`src/rtl/branch_ctrl_pkg.sv`:
```
// branch_ctrl_pkg: shared constants and types for the branch-resolution
// controller and its predictor-update queue.
//   InstAddrBus   - instruction address width
//   ZeroWord      - all-zero address
//   True/False    - single-bit truth constants
//   bc_state_t    - flush FSM state encoding (BC_IDLE / BC_FLUSH)
//   upd_entry_t   - one predictor training record {pc, dest, taken}
package branch_ctrl_pkg;

  localparam int unsigned InstAddrBus = 32;
  localparam logic [InstAddrBus-1:0] ZeroWord = '0;
  localparam logic True  = 1'b1;
  localparam logic False = 1'b0;

  typedef enum logic {
    BC_IDLE  = 1'b0,
    BC_FLUSH = 1'b1
  } bc_state_t;

  typedef struct packed {
    logic [InstAddrBus-1:0] pc;
    logic [InstAddrBus-1:0] dest;
    logic                   taken;
  } upd_entry_t;

  localparam int unsigned UpdWidth = $bits(upd_entry_t);

endpackage

```
`src/rtl/branch_ctrl_upd_fifo.sv`:
```
// upd_fifo: generic synchronous FIFO.
//   clk, rst     - clock and synchronous active-high reset (empties the FIFO)
//   push, din    - write request and data
//   pop          - read request (head advances)
//   dout         - head entry (valid only while !empty)
//   full, empty  - occupancy flags
// A push while full is accepted when a pop happens in the same cycle.
module upd_fifo #(
  parameter int unsigned WIDTH = 65,
  parameter int unsigned DEPTH = 4
) (
  input  logic             clk,
  input  logic             rst,
  input  logic             push,
  input  logic             pop,
  input  logic [WIDTH-1:0] din,
  output logic [WIDTH-1:0] dout,
  output logic             full,
  output logic             empty
);

  localparam int unsigned AW = (DEPTH > 1) ? $clog2(DEPTH) : 1;

  logic [WIDTH-1:0] mem [DEPTH];
  logic [AW-1:0]    wr_ptr;
  logic [AW-1:0]    rd_ptr;
  logic [AW:0]      count;
  logic             do_push;
  logic             do_pop;

  always_comb begin
    full    = (count == (AW+1)'(DEPTH));
    empty   = (count == '0);
    do_pop  = pop && !empty;
    do_push = push && (!full || do_pop);
    dout    = mem[rd_ptr];
  end

  always_ff @(posedge clk) begin
    if (rst) begin
      wr_ptr <= '0;
      rd_ptr <= '0;
      count  <= '0;
    end else begin
      if (do_push) wr_ptr <= wr_ptr + 1'b1;
      if (do_pop)  rd_ptr <= rd_ptr + 1'b1;
      case ({do_push, do_pop})
        2'b10:   count <= count + 1'b1;
        2'b01:   count <= count - 1'b1;
        default: count <= count;
      endcase
    end
  end

  // Storage is not reset; the head is only meaningful while non-empty.
  always_ff @(posedge clk) begin
    if (do_push) mem[wr_ptr] <= din;
  end

endmodule

```
`src/rtl/branch_ctrl.sv`:
```
// branch_ctrl: resolves EX-stage control flow against the carried prediction,
// issues a timed flush plus redirect to IF on mispredict, queues predictor
// training writes and counts mispredictions.
//   clk, rst                      - clock, synchronous active-high reset
//   ex_valid/ex_pc/ex_is_jmp/...  - resolved EX instruction and its prediction
//   stall_req                     - combinational hold of EX (update queue full)
//   flush                         - squash IF/ID/EX for FLUSH_CYCLES cycles
//   redirect_valid/redirect_pc    - one-cycle fetch redirect
//   upd_valid/upd_pc/upd_dest/upd_taken, upd_ready - predictor update port
//   mispred_cnt                   - saturating mispredict counter
module branch_ctrl
  import branch_ctrl_pkg::*;
#(
  parameter int unsigned QDEPTH       = 4,
  parameter int unsigned FLUSH_CYCLES = 2
) (
  input  logic                   clk,
  input  logic                   rst,
  input  logic                   ex_valid,
  input  logic [InstAddrBus-1:0] ex_pc,
  input  logic                   ex_is_jmp,
  input  logic                   ex_taken,
  input  logic [InstAddrBus-1:0] ex_dest,
  input  logic                   ex_pred_taken,
  input  logic [InstAddrBus-1:0] ex_pred_dest,
  output logic                   stall_req,
  output logic                   flush,
  output logic                   redirect_valid,
  output logic [InstAddrBus-1:0] redirect_pc,
  output logic                   upd_valid,
  output logic [InstAddrBus-1:0] upd_pc,
  output logic [InstAddrBus-1:0] upd_dest,
  output logic                   upd_taken,
  input  logic                   upd_ready,
  output logic [31:0]            mispred_cnt
);

  localparam int unsigned CW = (FLUSH_CYCLES > 1) ? $clog2(FLUSH_CYCLES) : 1;

  bc_state_t              state;
  logic [CW-1:0]          flush_cnt;
  logic                   live;
  logic                   mispredict;
  logic                   accept_mis;
  logic [InstAddrBus-1:0] target;
  logic                   q_push;
  logic                   q_pop;
  logic                   q_full;
  logic                   q_empty;
  upd_entry_t             q_din;
  upd_entry_t             q_head;

  always_comb begin
    live       = ex_valid && !flush;
    stall_req  = ex_valid && ex_is_jmp && !flush && q_full && !upd_ready;
    mispredict = ex_is_jmp ? ((ex_taken != ex_pred_taken) ||
                              (ex_taken && (ex_pred_dest != ex_dest)))
                           : ex_pred_taken;
    accept_mis = live && !stall_req && mispredict;
    target     = (ex_is_jmp && ex_taken) ? ex_dest : ex_pc + 32'd4;
    q_push     = live && ex_is_jmp && !stall_req;
    q_din      = '{pc: ex_pc, dest: ex_dest, taken: ex_taken};
    upd_valid  = !q_empty;
    q_pop      = upd_valid && upd_ready;
    // Present zeros while empty so the port is clean even though storage is unreset.
    upd_pc     = upd_valid ? q_head.pc    : ZeroWord;
    upd_dest   = upd_valid ? q_head.dest  : ZeroWord;
    upd_taken  = upd_valid ? q_head.taken : False;
  end

  upd_fifo #(
    .WIDTH (UpdWidth),
    .DEPTH (QDEPTH)
  ) u_upd_fifo (
    .clk   (clk),
    .rst   (rst),
    .push  (q_push),
    .pop   (q_pop),
    .din   (q_din),
    .dout  (q_head),
    .full  (q_full),
    .empty (q_empty)
  );

  always_ff @(posedge clk) begin
    if (rst) begin
      state          <= BC_IDLE;
      flush_cnt      <= '0;
      flush          <= False;
      redirect_valid <= False;
      redirect_pc    <= ZeroWord;
      mispred_cnt    <= '0;
    end else begin
      case (state)
        BC_IDLE: begin
          if (accept_mis) begin
            state          <= BC_FLUSH;
            flush_cnt      <= CW'(FLUSH_CYCLES - 1);
            flush          <= True;
            redirect_valid <= True;
            redirect_pc    <= target;
            if (mispred_cnt != '1) mispred_cnt <= mispred_cnt + 32'd1;
          end
        end
        BC_FLUSH: begin
          redirect_valid <= False;
          if (flush_cnt == '0) begin
            state <= BC_IDLE;
            flush <= False;
          end else begin
            flush_cnt <= flush_cnt - 1'b1;
          end
        end
        default: begin
          state <= BC_IDLE;
          flush <= False;
        end
      endcase
    end
  end

endmodule

```
`config.mk`:
```
export PLATFORM = sky130hd
export DESIGN_NAME = branch_ctrl
export DESIGN_NICKNAME = d
export VERILOG_FILES = /design/src/rtl/branch_ctrl_pkg.sv /design/src/rtl/branch_ctrl_upd_fifo.sv /design/src/rtl/branch_ctrl.sv
export SDC_FILE = /design/constraint.sdc
export NUM_CORES = 1
export LEC_CHECK = 0
export ABC_AREA = 0
export BUFFER_PORTS_ARGS = -buffer_cell sky130_fd_sc_hd__buf_4
export CAP_MARGIN = 20
export CELL_PAD_IN_SITES_DETAIL_PLACEMENT = 1
export CELL_PAD_IN_SITES_GLOBAL_PLACEMENT = 2
export CORE_MARGIN = 5
export CORE_UTILIZATION = 43
export CTS_CLUSTER_SIZE = 10
export DETAILED_ROUTE_END_ITERATION = 12
export PLACE_DENSITY_LB_ADDON = 0.1
export SETUP_SLACK_MARGIN = 0.4
export SLEW_MARGIN = 20
export SYNTH_ARGS = -nofsm -noshare
export SYNTH_HDL_FRONTEND = slang
export SYNTH_HIERARCHICAL = 1
export SYNTH_SLANG_ARGS = --single-unit
```
`constraint.sdc`:
```
create_clock -name clk -period 9.62 [get_ports clk]
set_input_delay 1.924 -clock clk [delete_from_list [all_inputs] [get_ports clk]]
set_output_delay 1.924 -clock clk [all_outputs]
set_load 0.01 [all_outputs]
```
**Word level (Yosys, flattened, before mapping)**

Memories as Yosys holds them, arrays and structs flattened. A register that Yosys moved wholly into a read port is not among the register bits.
Cells that the tools add are included.

- Bitwise logic cells: 1
- Reductions and logical operators: 26
- $add $sub $neg: 7
- Equal/unequal tests: 8
- Mux-type cells: 19

Operators by type and width:

| cell | count |
|---|---|
| 32-bit two-way mux | 3 |
| 32-bit by 1-bit adder with 32-bit output, second input constant | 1 |
| 32-bit by 3-bit adder with 32-bit output, second input constant | 1 |
| 32-bit != test | 1 |
| 32-bit != test, second input constant | 1 |
| 1-bit logical AND | 14 |
| 1-bit two-way mux | 9 |
| 1-bit case mux with 2 select lines | 4 |
| 3-bit case mux with 2 select lines | 1 |
| 1-bit zero test | 5 |
| 2-bit by 1-bit adder with 2-bit output, second input constant | 2 |
| 2-bit two-way mux | 2 |
| 2-bit != test, second input constant | 2 |
| 2-bit AND reduction | 2 |
| 3-bit by 1-bit adder with 3-bit output, second input constant | 1 |
| 3-bit equality test, second input constant | 1 |
| 3-bit zero test | 1 |
| 3-bit AND reduction | 1 |
| 3-bit by 1-bit subtractor with 3-bit output, second input constant | 1 |
| 2-bit by 1-bit equality test with 1-bit output, second input constant | 1 |
| 2-bit equality test, second input constant | 1 |
| 1-bit logical OR | 2 |
| 2-bit nonzero test | 1 |
| 1-bit != test | 1 |
| other kinds (2) | 2 |

- Memories kept: 1
- Input bits: 103
- Flip-flop bits (word level): 75
- Bits in writable memories: 260
- Output and inout port bits: 133

Memory list:

| name | words | width | rd ports | clocked after memory_dff | wr ports | RTL line | RTL |
|---|---|---|---|---|---|---|---|
| u_upd_fifo.mem | 4 | 65 | 1 | 1 | 1 | branch_ctrl_upd_fifo.sv:24 | `logic [WIDTH-1:0] mem [DEPTH];` |

**Depth between registers and ports, before layout**

- Depth after elaboration: 9
- Depth in mapped cells: 10
- Depth with buffers taken out: 8

**By module**

Netlist, hierarchy kept.

By module, submodules not included:

| module | cells each | area an instance (µm²) | instances |
|---|---|---|---|
| upd_fifo | 398 | 9885.7 | 1 |
| branch_ctrl | 613 | 4833.4 | 1 |

**Worst setup path before layout**

No wires, ideal clock.

- Path type: input port to flip-flop
- From: input ex_valid
- To: memory u_upd_fifo.mem[0][0], enable pin
- Setup slack: 4.820 ns
- Required time: 9.190 ns
- Data arrival time: 4.370 ns
- Stages: 6
- Buffers on the path: 1
- Cells stage by stage: nor2b_1 nand2_1 a21oi_1 buf_2 nor2b_1 and2_1

- Word-level cells in the longest chain between the ends: 9
- Elaborated cells on any way between the ends: 11
- Classes of those cells: 2 x mux; 9 x reduce/logical

RTL lines:

| item | RTL line | RTL |
|---|---|---|
| start, declared | branch_ctrl.sv:19 | `input logic ex_valid,` |
| 1-bit logical AND (4 in series) | branch_ctrl.sv:55 | `stall_req = ex_valid && ex_is_jmp && !flush && q_full && !upd_ready;` |
| 1-bit zero test | branch_ctrl.sv:61 | `q_push = live && ex_is_jmp && !stall_req;` |
| 1-bit logical AND * | branch_ctrl.sv:61 |  |
| named net q_push | branch_ctrl.sv:46 | `logic q_push;` |
| 1-bit logical AND * | branch_ctrl_upd_fifo.sv:35 | `do_push = push && (!full \|\| do_pop);` |
| 1-bit two-way mux * | branch_ctrl_upd_fifo.sv:57 | `if (do_push) mem[wr_ptr] <= din;` |
| 1-bit two-way mux (implied by the code) * | branch_ctrl_upd_fifo.sv:57 |  |
| end, declared | branch_ctrl_upd_fifo.sv:24 |  |

The timed path passes the listed nets; every way through them passes the cells marked *.

**Worst setup path after layout**

- From: input ex_taken
- To: register redirect_pc[8]

- Word-level cells in the longest chain between the ends: 5
- Elaborated cells on any way between the ends: 8
- Classes of those cells: 1 x eq/ne; 2 x mux; 5 x reduce/logical

RTL lines:

| item | RTL line | RTL |
|---|---|---|
| start, declared | branch_ctrl.sv:22 | `input logic ex_taken,` |
| 1-bit != test / 1-bit logical AND (equally long branches) | branch_ctrl.sv:56, branch_ctrl.sv:57 |  |
| 1-bit logical OR | branch_ctrl.sv:56 | `mispredict = ex_is_jmp ? ((ex_taken != ex_pred_taken) \|\|` |
| 1-bit two-way mux | branch_ctrl.sv:56 |  |
| 1-bit logical AND | branch_ctrl.sv:59 | `accept_mis = live && !stall_req && mispredict;` |
| 2-bit AND reduction (no source line) | - |  |
| end signal, assigned | branch_ctrl.sv:91 | `redirect_pc <= ZeroWord;` |
| end signal, assigned | branch_ctrl.sv:101 | `redirect_pc <= target;` |
| end, declared | branch_ctrl.sv:29 | `output logic [InstAddrBus-1:0] redirect_pc,` |

Parallel ways exist; a longest one is shown, timed or not.
A chain may end at the register's enable or synchronous reset.

==> results list <==
- The run finished with clean final reports.
* Area delta synth->final: 22.4%
- When the netlist entered floorplanning its net count stood at between 1000 and 1500.
* Setup TNS: 0 ns
- Post-CTS resize count: 0
- Summed over all layers, the routed wires come to between 40000 and 50000 um.
- In the finished design, the share of the clock period the worst path needs comes to roughly 52%.
* Share of post-route cells with drive strength above 1: between 30% and 40%
- Yosys attributes the largest share of cell area to sky130_fd_sc_hd__edfxtp_1 53%, sky130_fd_sc_hd__dfxtp_1 10%, sky130_fd_sc_hd__mux4_2 9.9%.
- From bottom edge to top edge, the die measures ~200 um.
- Setup repair after global routing left no endpoint under its margin.
* Warnings, synthesis: 6
* Die ar.: approximately 38000 um^2
- The worst path in the final design needs a cycle of 5.02 ns, including I/O delays and setup.
- Core ar.: ~34000 um^2
* Clock root buffer master: sky130_fd_sc_hd__clkbuf_16
- Synth top area share: 53.0%
- Dpl hpwl: roughly 29000 um
* Iter 0 DRT Violations: approximately 460
* N_diodes: 0
- For this run, asynchronously set or reset flops after synthesis account for 0%.
- Once detail routing completed, the nets flagged for antenna violations numbered 0.
- Number of nets in the final layout: ~1400
- Data on the critical path is required at its endpoint by approximately 10 ns.
- Final-report max-slew violation count: 0
* Vias: 9618
- Slew HR: 31.6%
- Worst Reg2Reg Path Length in Cells: 7
- Startpoint of the most critical register-to-register path: u_upd_fifo/count[0]
- Global-route wire length before repair: 64500 um
* Chip width: just under 200 um
- In this run the mean area of a mapped cell was approximately 15 um^2.
- Clock-pin slew was measured on the worst setup and hold paths at 0.06 ns.
- Cell area after synthesis: around 15000 um^2
* Leak Pwr: approximately 6 nW
- Number of levels in the clock H-tree: 2
- Final setup viols: 0
* Yosys cell types: between 60 and 70
- Maximum vdd ir drop: about 0.12 mV
* Initial antenna violation count: 2
- Met3 routed wirelength: approximately 3000 um
- Critical Path AT: around 5.4 ns
* Number of remaining DRC errors: 0
- Wire length on met2: around 21000 um
- Reg2Reg Capture Point: u_upd_fifo/mem[1][60]
* Count of flip-flops with a built-in enable after synthesis: 260
- For this design the ratio of total power to cell area is about 180 nW/um^2.
- Tightest Pin Transition: 1.02 ns
- Static timing analysis puts the maximum clock frequency at 199 MHz.
- Number of cell rows: 67
* Element type at the critical path start: input pin
* Top-level I/O count: roughly 240
* Hold bufs inserted after CTS: 0
* Path type of the worst min-delay path: reg -> reg
- Via/cell ratio: between 5 and 6
- For this configuration, the core starts out at a cell density of a little over two fifths.
- The clock passes through at most 3 buffers.
- Synthesis handed over a netlist of between 1000 and 1500 instances.
* Uppermost routed layer: met5
* Classification of the worst setup path: in -> reg
- CTS Buf Count: 40
* Number of global-route vias before repair: just over 10000
* Total congestion overflow after global routing: 0
- The share of the Yosys chip area taken by registers is about 63%.
- Overall Global Routing Usage: between 20% and 30%
- The worst setup path is captured at a flip-flop.
* End of the critical path: redirect_pc[8]
- The clock reaches the later pin of the worst-skew pair after around 0.52 ns.
* RePlAce Congestion: ~0.78
* Total setup buffers inserted after CTS: 0
- Dividing the detail-routed wire length by the instance count gives approximately 25 um.
- Routed met1 length: between 15000 and 20000 um
- Yosys top cell by area: sky130_fd_sc_hd__edfxtp_1
* Final Hold Vio Count: 0
- Across all register-to-register paths, the minimum setup slack is about 6.1 ns.
- For this design, the slowest cell found on the critical path is sky130_fd_sc_hd__nand2_1.
- Max-cap violations in this run came to 0.
- Worst clock skew: about 0.011 ns
- Port-buffer cells: between 200 and 250
- Most frequent cells after synthesis: 260 x sky130_fd_sc_hd__edfxtp_1, 76 x sky130_fd_sc_hd__dfxtp_1, 76 x sky130_fd_sc_hd__nor2b_1, 65 x sky130_fd_sc_hd__mux4_2, 44 x sky130_fd_sc_hd__xnor2_1
* Primary FF master, synth: sky130_fd_sc_hd__edfxtp_1
* Hold Slack: 0.465 ns
- Startpoint of the most critical setup path: ex_taken
- Maximum cell stage delay along the critical path: 1.07 ns
- Count of clock tree sinks: 336
* Number of cells on the worst hold path: 2
- The first detailed-routing pass took 5 iterations.
- CTS tree: yes
- Max Fanout on Critical Path: 24
- Largest net degree at the start of global routing: just over 80
- Yosys instantiated no cell more often than sky130_fd_sc_hd__edfxtp_1.
- Flops & latches, synth: 336
* Cell chain of the critical path: buf_4 -> and2_1 -> nand3_1 -> nor4_1 -> nand4_1 -> nand2_1 -> mux2_2
registers in the layout (all words and copies together) (netlist names), named ones only:
| signal | cells |
|---|---|
| u_upd_fifo/wr_ptr | 2 |
| u_upd_fifo/mem | 260 |
| redirect_valid | 1 |
| u_upd_fifo/count | 3 |
| redirect_pc | 32 |
| flush | 1 |
| state | 1 |
| mispred_cnt | 32 |
| u_upd_fifo/rd_ptr | 2 |
cell usage in the layout, fill, tap and decap left out, types with 11 or more instances in the layout:
cell type,count
sky130_fd_sc_hd__dfxtp_1,74
sky130_fd_sc_hd__nor4_1,17
sky130_fd_sc_hd__nand3_1,29
sky130_fd_sc_hd__nor2_1,41
sky130_fd_sc_hd__xnor2_1,44
sky130_fd_sc_hd__or4_1,11
sky130_fd_sc_hd__o31ai_1,11
sky130_fd_sc_hd__nand2_1,36
sky130_fd_sc_hd__clkbuf_16,41
sky130_fd_sc_hd__o211ai_1,11
sky130_fd_sc_hd__nand4_1,26
sky130_fd_sc_hd__xor2_1,20
sky130_fd_sc_hd__nor2b_1,76
sky130_fd_sc_hd__buf_4,249
sky130_fd_sc_hd__edfxtp_1,260
sky130_fd_sc_hd__or3_1,12
sky130_fd_sc_hd__o21ai_0,31
sky130_fd_sc_hd__mux4_2,65
sky130_fd_sc_hd__clkbuf_1,27
sky130_fd_sc_hd__inv_1,17
sky130_fd_sc_hd__a21oi_1,37
per-stage QoR:
| step | setup slack (ns) | instances | cell area [um^2] | total power [W] | util, % |
|---|---|---|---|---|---|
| 2_1_floorplan | 4.82 | 1011 | 14700 | 0.00176 | - |
| 3_3_place_gp | 4.35 | 1646 | 16900 | 0.00190 | 50.1 |
| 3_5_place_dp | 4.09 | 1646 | 16900 | 0.00191 | 50.1 |
| 4_1_cts | 4.62 | 1718 | 18000 | 0.00326 | 53.5 |
| 5_1_grt | 4.24 | 1718 | 18000 | 0.00335 | 53.5 |
| 6_report | 4.60 | 1718 | 18000 | 0.00322 | 53.5 |
worst min-delay path by stage:
stage                          from               to
detailed placement  redirect_pc[11]  redirect_pc[11]
CTS                 redirect_pc[10]  redirect_pc[10]
floorplan                     state            state
global route        redirect_pc[10]  redirect_pc[10]
finish              redirect_pc[11]  redirect_pc[11]
global placement    redirect_pc[11]  redirect_pc[11]
per-layer routing:
metal / up-vias / global-route usage [%]
li1: 4405 / -
met1: 4906 / 29.3
met2: 251 / 36.6
met3: 52 / 6.08
met4: 4 / 4.14
met5: - / 0
critical path: cells and delay by family:
kind | cells | cell delay [ns]
buffers and inverters | 1 | 0.12
and+or+nand+nor | 5 | 2.93
muxes | 1 | 0.42
kinds of logic (layout without fill, tap and decap cells):
group / Yosys count / count (layout) / synth area share (%)
multiplexers: 83 / 83 / 11.3
buffers and inverters: 79 / 338 / 2.47
XOR/XNOR: 64 / 64 / 3.81
AND/OR/NAND/NOR: 302 / 302 / 12.0
AO/OA/AOI/OAI: 140 / 140 / 6.48
flip-flops: 336 / 336 / 63.4
adder cells (fa/ha/maj): 7 / 7 / 0.646
area by class of cell:
| class | instances | area [um^2] |
|---|---|---|
| tap | 448 | 561 |
| clock inverter | 4 | 16.3 |
| sequential | 336 | 9330 |
| clock buffer | 68 | 1130 |
| multi-input combinational | 596 | 5050 |
| timing repair buffer | 249 | 1870 |
| fill | 3381 | 15700 |
| inverter | 17 | 63.8 |
where the power goes:
part	switching (W)	internal [W]
combinational	0.000148	0.000106
sequential	0.0000151	0.00160
clock	0.000557	0.000791
No activity file was read; power rests on OpenSTA's default activity.
